### src/rtl/mux8_rr_arbiter.sv
// Round-robin arbiter and select controller for an 8:1 one-bit mux.
// One owner at a time, bounded by a HOLD_MAX-cycle hold timeout.
module mux8_rr_arbiter #(
    parameter int unsigned HOLD_MAX = 16
) (
    input  logic       clk,
    input  logic       rst_n,
    input  logic [7:0] req,
    input  logic [7:0] i,
    output logic [2:0] sel,
    output logic [7:0] gnt,
    output logic       busy,
    output logic       y,
    output logic       timeout
);

    typedef enum logic {
        ST_IDLE,
        ST_BUSY
    } state_t;

    localparam logic [4:0] HOLD_LAST = 5'(HOLD_MAX - 1);

    state_t     state, state_nxt;
    logic [2:0] last, last_nxt;
    logic [2:0] sel_nxt;
    logic [7:0] gnt_nxt;
    logic       y_nxt;
    logic       timeout_nxt;
    logic [4:0] hold_cnt, hold_nxt;

    logic       found;
    logic [2:0] win;
    logic       rel_vol;
    logic       rel_hold;

    // Scan from last+1 upward; 3-bit index arithmetic provides the wrap-around.
    always_comb begin
        found = 1'b0;
        win   = last;
        for (int k = 1; k <= 8; k++) begin
            logic [2:0] idx;
            idx = last + k[2:0];
            if (!found && req[idx]) begin
                found = 1'b1;
                win   = idx;
            end
        end
    end

    assign rel_vol  = !req[sel];
    assign rel_hold = (hold_cnt == HOLD_LAST);

    always_comb begin
        // NOTE: every signal gets a default first so no path leaves it unassigned (no latch).
        state_nxt   = state;
        sel_nxt     = sel;
        gnt_nxt     = gnt;
        last_nxt    = last;
        hold_nxt    = hold_cnt;
        y_nxt       = 1'b0;
        timeout_nxt = 1'b0;

        case (state)
            ST_IDLE: begin
                gnt_nxt  = '0;
                hold_nxt = '0;
                if (found) begin
                    state_nxt = ST_BUSY;
                    sel_nxt   = win;
                    gnt_nxt   = 8'b1 << win;
                end
            end
            ST_BUSY: begin
                if (rel_vol || rel_hold) begin
                    state_nxt   = ST_IDLE;
                    gnt_nxt     = '0;
                    last_nxt    = sel;
                    hold_nxt    = '0;
                    // A simultaneous voluntary release wins over the timeout.
                    timeout_nxt = rel_hold && !rel_vol;
                end else begin
                    y_nxt    = i[sel];
                    hold_nxt = hold_cnt + 5'd1;
                end
            end
            default: begin
                state_nxt = ST_IDLE;
                gnt_nxt   = '0;
                hold_nxt  = '0;
            end
        endcase
    end

    // NOTE: sequential state uses non-blocking assignments so all flops update together.
    always_ff @(posedge clk) begin
        if (!rst_n) begin
            state    <= ST_IDLE;
            sel      <= 3'd0;
            gnt      <= 8'd0;
            y        <= 1'b0;
            timeout  <= 1'b0;
            last     <= 3'd7;
            hold_cnt <= 5'd0;
        end else begin
            state    <= state_nxt;
            sel      <= sel_nxt;
            gnt      <= gnt_nxt;
            y        <= y_nxt;
            timeout  <= timeout_nxt;
            last     <= last_nxt;
            hold_cnt <= hold_nxt;
        end
    end

    assign busy = (state == ST_BUSY);

endmodule

### config.mk
export PLATFORM = sky130hd
export DESIGN_NAME = mux8_rr_arbiter
export DESIGN_NICKNAME = d
export VERILOG_FILES = /design/src/rtl/mux8_rr_arbiter.sv
export SDC_FILE = /design/constraint.sdc
export NUM_CORES = 1
export LEC_CHECK = 0
export CORE_MARGIN = 4
export CORE_UTILIZATION = 50
export DETAILED_ROUTE_END_ITERATION = 8
export PLACE_DENSITY = 0.78
export SLEW_MARGIN = 20
export SYNTH_ARGS = -nofsm -noshare
export SYNTH_HDL_FRONTEND = slang
export SYNTH_SLANG_ARGS = --single-unit
### constraint.sdc
create_clock -name clk -period 5.3 [get_ports clk]
set_input_delay 0.53 -clock clk [delete_from_list [all_inputs] [get_ports clk]]
set_output_delay 0.53 -clock clk [all_outputs]
set_load 0.005 [all_outputs]
======== After elaboration in Yosys (flattened, before gate mapping) ========
Cells that the tools add are included.
storage, ports and cells
  register bits after elaboration ......... 22
  input port bits ......................... 18
  output and inout bits ................... 14
  word-level logic and storage cells ...... 94
operators by class
  add/sub/neg operators ................... 8
  magnitude comparators ................... 9
  eq/ne operators ......................... 2
  shift-type cells ........................ 1
  multiplexer cells ....................... 44
  bitwise operators ....................... 2
  reduce and logical (&&, ||, !) cells .... 21
operators with widths
  cell                                                                          number
  3-bit by 4-bit less-than comparator with 1-bit output, second input constant  9
  1-bit binary-select mux with 3-bit select                                     10
  3-bit 2-to-1 mux                                                              8
  1-bit 2-to-1 mux                                                              20
  8-bit 2-to-1 mux                                                              2
  8-bit case mux with 2 select lines                                            1
  3-bit adder, second input constant                                            4
  5-bit case mux with 2 select lines                                            1
  1-bit logical AND                                                             8
  1-bit zero test                                                               8
  1-bit by 3-bit left shift with 8-bit output, first input constant             1
  3-bit by 2-bit adder with 3-bit output, second input constant                 2
  5-bit by 1-bit adder with 5-bit output, second input constant                 1
  5-bit by 4-bit == test with 1-bit output, second input constant               1
  5-bit 2-to-1 mux                                                              1
  2-bit AND reduction                                                           2
  3-bit by 1-bit adder with 3-bit output, second input constant                 1
  3-bit AND reduction                                                           1
  3-bit OR reduction                                                            1
  2-bit by 1-bit != test with 1-bit output, second input constant               1
  1-bit NOT                                                                     2
  1-bit case mux with 2 select lines                                            1
  1-bit logical OR                                                              1

======== Logic depth before layout (Yosys ltp) ========
  depth in word-level cells ............... 28
  depth in mapped cells ................... 14
  depth with buffers taken out ............ 10

======== Least setup slack after synthesis ========
No wires, ideal clock.
  path type ............................... flip-flop to flip-flop
  from .................................... register last[1]
  to ...................................... register gnt[0]
  setup time .............................. 117 ps
  arrival time ............................ 3091 ps
  data required time ...................... 5183 ps
  setup slack ............................. 2092 ps
  cell stages (with the launch flop) ...... 15
  buffers on the path ..................... 4
  period minus slack after synthesis ...... 3208 ps
  cell sequence ........................... dfxtp_1 buf_6 buf_2 inv_1 ha_1 buf_6 buf_6 mux4_2 mux2i_2 nor2_1 o32ai_2 nor2_2 o31ai_4 nor2_1 a22o_1
between the ends
  longest elaborated chain between the ends .. 28
  elaborated cells on any way between the ends .. 56
  classes of those cells .................. 7 x add/sub; 1 x shift; 34 x mux; 14 x reduce/logical
ends and longest elaborated chain
  element                                      line  source
  start, declared                              25    logic [2:0] last, last_nxt;
  start signal, assigned                       111   last <= last_nxt;
  3-bit by 1-bit adder with 3-bit output       43    idx = last + k[2:0];
  1-bit binary-select mux with 3-bit select    44    if (!found && req[idx]) begin
  1-bit 2-to-1 mux (implied by the code)       44
  1-bit 2-to-1 mux                             44
  1-bit zero test                              44
  1-bit logical AND                            44
  1-bit 2-to-1 mux                             44
  1-bit zero test                              44
  (+12 left out)                               n/a
  1-bit logical AND                            44
  1-bit 2-to-1 mux                             44
  1-bit zero test                              44
  1-bit logical AND                            44
  3-bit 2-to-1 mux                             44
  1-bit by 3-bit left shift with 8-bit output  71    gnt_nxt = 8'b1 << win;
  8-bit 2-to-1 mux *                           68    if (found) begin
  8-bit case mux with 2 select lines *         64    case (state)
  end signal, assigned                         108   gnt <= gnt_nxt;
  end, declared                                11    output logic [7:0] gnt,
Mark *: on every way between the ends. The rest lies on a longest branch, timed or not. The select of a mux whose other input is x is not followed.
A chain may end at the register's enable or synchronous reset.

======== Worst setup path in the final report ========
  from .................................... register last[0]
  to ...................................... register gnt[0]
Same word-level chain as after synthesis.

==> metrics.md <==
| Metric | Value |
|---|---|
| Status | finished, final reports clean |
| Fmax | approximately 270 MHz |
| Initial antenna violation count | 0 |
| Seq cells post-synth | 22 |
| Nets | 247 |
| First-pass GRT wire length | 7800 um |
| DRT met1 WL | roughly 2000 um |
| Multi-input logic area | 0.00152 mm2 |
| Post-CTS Setup Bufs | 0 |
| Vias in the first global route | 1632 |
| Post-route DRC | 0 |
| Core area | 0.00403 mm2 |
| Met2 wire length | 2220 um |
| Worst VDD drop | 250 uV |
| Fin crit period | between 3000 and 4000 ps |
| Power per cell area | 521 mW/mm2 |
| Die area | 0.00527 mm2 |
| Crit path max fanout | 22 |
| Final WL | 4560 um |
| H-Tree Depth | 1 |
| Post-route ant nets | 0 |
| WP data required | 5460 ps |
| Post-synth net total | between 200 and 250 |
| CP arrival | 3820 ps |
| Num Clock Sinks | 22 |
| DR vias/cell | around 6.3 |
| Most common cell after layout, fill and taps aside | clkdlybuf4s50_1 |
| Clock tree root buffer cell | clkbuf_8 |
| DR pass1 iterations | 4 |
| DR top layer | met4 |
| Worst path most repeated cell | nor2_1 |
| Starting DRT DRC Count | 77 |
| Total power | 1260 uW |
| Proportion of layout cells with a drive suffix above 1 | 20.2% |
| Top FF cell, synth | dfxtp_1 |
| Total Routing Usage GR | 18.5% |
| Met3 Wirelength | 287 um |
| DR WL/cell | 16.7 um |
| CTS tree | yes |
| Crit path from | last[0] |
| Clock Latency Late Sink | 260 ps |
| # setup viols final | 0 |
| CP Class | reg -> reg |
| # hold bufs at CTS | 0 |
| Final hold slack | 453 ps |
| DP Wirelength | approximately 3400 um |
| CTS Buf Count | 3 |
| Total gr overflow | 0 |
| Largest net degree at the start of global routing | 23 |
| Avg Inst Size Synth | roughly 10 um2 |
| Num rows | 23 |
| I/O pin count | 32 |
| Yosys cell types | 53 |
| Hold WC Path Type | reg -> reg |
| Hold Path Origin | gnt[7] |
| Number of port buffers | 31 |
| # fillers | 333 |
| Critical path launch point type | flop |
| Synth warn | 0 |
| Rel. slew slack | around 60% |
| Setup_tns | 0 ps |
| Die H | 72.6 um |
| Commonest non-fill, non-tap cells in the layout | 31 x clkdlybuf4s50_1, 22 x dfxtp_1, 19 x mux2i_1 |
| FF+latch area | 440 um2 |
| Leakage | 0.000942 uW |
| Post-Syn Area | between 0.002 and 0.0025 mm2 |
| R2r startpoint | last[0] |
| Post-synth EDFFs | 0 |
| FFs w/ async S/R, synth | 0% |
| Final Cycle Share | just under 70% |
| GP Congestion | about 0.96 |
| Crit path largest cell delay | 710 ps |
| CTS Buffer Depth | 2 |
| Cells along the critical path | buf_4 -> inv_4 -> ha_1 -> mux4_2 -> mux2i_2 -> nor2_1 -> o32ai_2 -> nor2_2 -> o31ai_4 -> nor2_1 -> a22o_1 |
| Clk slew on worst S/H paths | 70 ps |
| Final antenna diode count | 0 |
| Sequential area share after synthesis | 21.1% |
| # Max-Cap Violations | 0 |
| Starting Density | 51.8% |
| Area grow syn2layout | 16.1% |
| Post_cts resized | 0 |
| Die Span X | 72.6 um |
| Post-synthesis cell count | 201 |
| Pins Over Slew Limit | 0 |
| Worst-Margin Slew | a little over 600 ps |
| Crit-path slowest cell | ha_1 |
| RSZ-0062 raised after global routing | false |
| Final Skew | 2.96 ps |
| Hold Vio Cnt, Final | 0 |
| Setup crit end kind | flop |
| DR vias | 1717 |
[critical path, delay by kind of cell, from the launching register on]
family	cells	cell delay, ps
AO/OA/AOI/OAI	3	940
adder cells (fa/ha/maj)	1	710
buffers and inverters	2	420
flip-flops	1	320
multiplexers	2	880
AND/OR/NAND/NOR	3	270
[kinds of logic after synthesis]
kind of cell,after synthesis,synth area share [%]
multiplexers,48,36.6
flip-flops,22,21.1
buffers and inverters,22,6.00
AO/OA/AOI/OAI,41,16.4
adder cells (fa/ha/maj),4,2.40
XOR/XNOR,6,3.24
AND/OR/NAND/NOR,58,14.3
[cell usage after synthesis, drive strengths merged, types with 3 or more instances]
cell type | instances | area [um2]
nor2 | 16 | 65.1
o31ai | 4 | 43.8
nand3 | 5 | 25.0
xnor2 | 3 | 33.8
a21oi | 7 | 35.0
and2 | 3 | 18.8
nand2 | 17 | 63.8
xor2 | 3 | 33.8
buf | 7 | 66.3
inv | 8 | 32.5
mux4 | 18 | 420
nor2b | 5 | 33.8
clkbuf | 7 | 26.3
mux2i | 22 | 249
nor3 | 5 | 30.0
ha | 4 | 50.1
o21ai | 8 | 43.8
dfxtp | 22 | 440
a22o | 4 | 35.0
mux2 | 8 | 93.8
[where the power goes]
| part | switching [uW] | internal (uW) | leakage, uW |
|---|---|---|---|
| clock network | 49.3 | 50.6 | 0.0000216 |
| registers | 41.1 | 202 | 0.000179 |
| logic | 480 | 439 | 0.000742 |
[registers in the layout (all words and copies together) (netlist names)]
name	cells
last	3
busy	1
hold_cnt	5
timeout	1
y	1
sel	3
gnt	8
[final cells by class]
type | count | share of cell area (%)
multi-input cells | 157 | 62.8
flip-flops and latches | 22 | 18.2
repair buffers | 33 | 13.4
well taps | 50 | 2.58
clock buffers | 3 | 1.70
inverters | 8 | 1.34
[metrics by stage]
step	cells	setup WS [ps]	util (%)	cell area (um2)
after floorplan	201	2090	-	2090
after global placement	270	1800	59.1	2380
after detailed placement	270	1680	59.1	2380
after CTS	273	1670	60.2	2420
after global routing	273	1420	60.2	2420
final	273	1640	60.2	2420
[per-layer routing]
| metal | up-vias | global-route usage (%) |
|---|---|---|
| met5 | - | 0 |
| met3 | 6 | 3.03 |
| met1 | 823 | 26.5 |
| met4 | 0 | 3.69 |
| met2 | 73 | 29.7 |
| li1 | 815 | - |
[final timing paths]
check                              end  slack (ps)  cells after the start
worst max register to register  gnt[0]        1640                     11
worst min-delay path            gnt[7]         450                      2
worst min register to register  gnt[7]         450                      2
worst max-delay path            gnt[0]        1640                     11
Note: power is estimated with default switching activity, not from simulation.
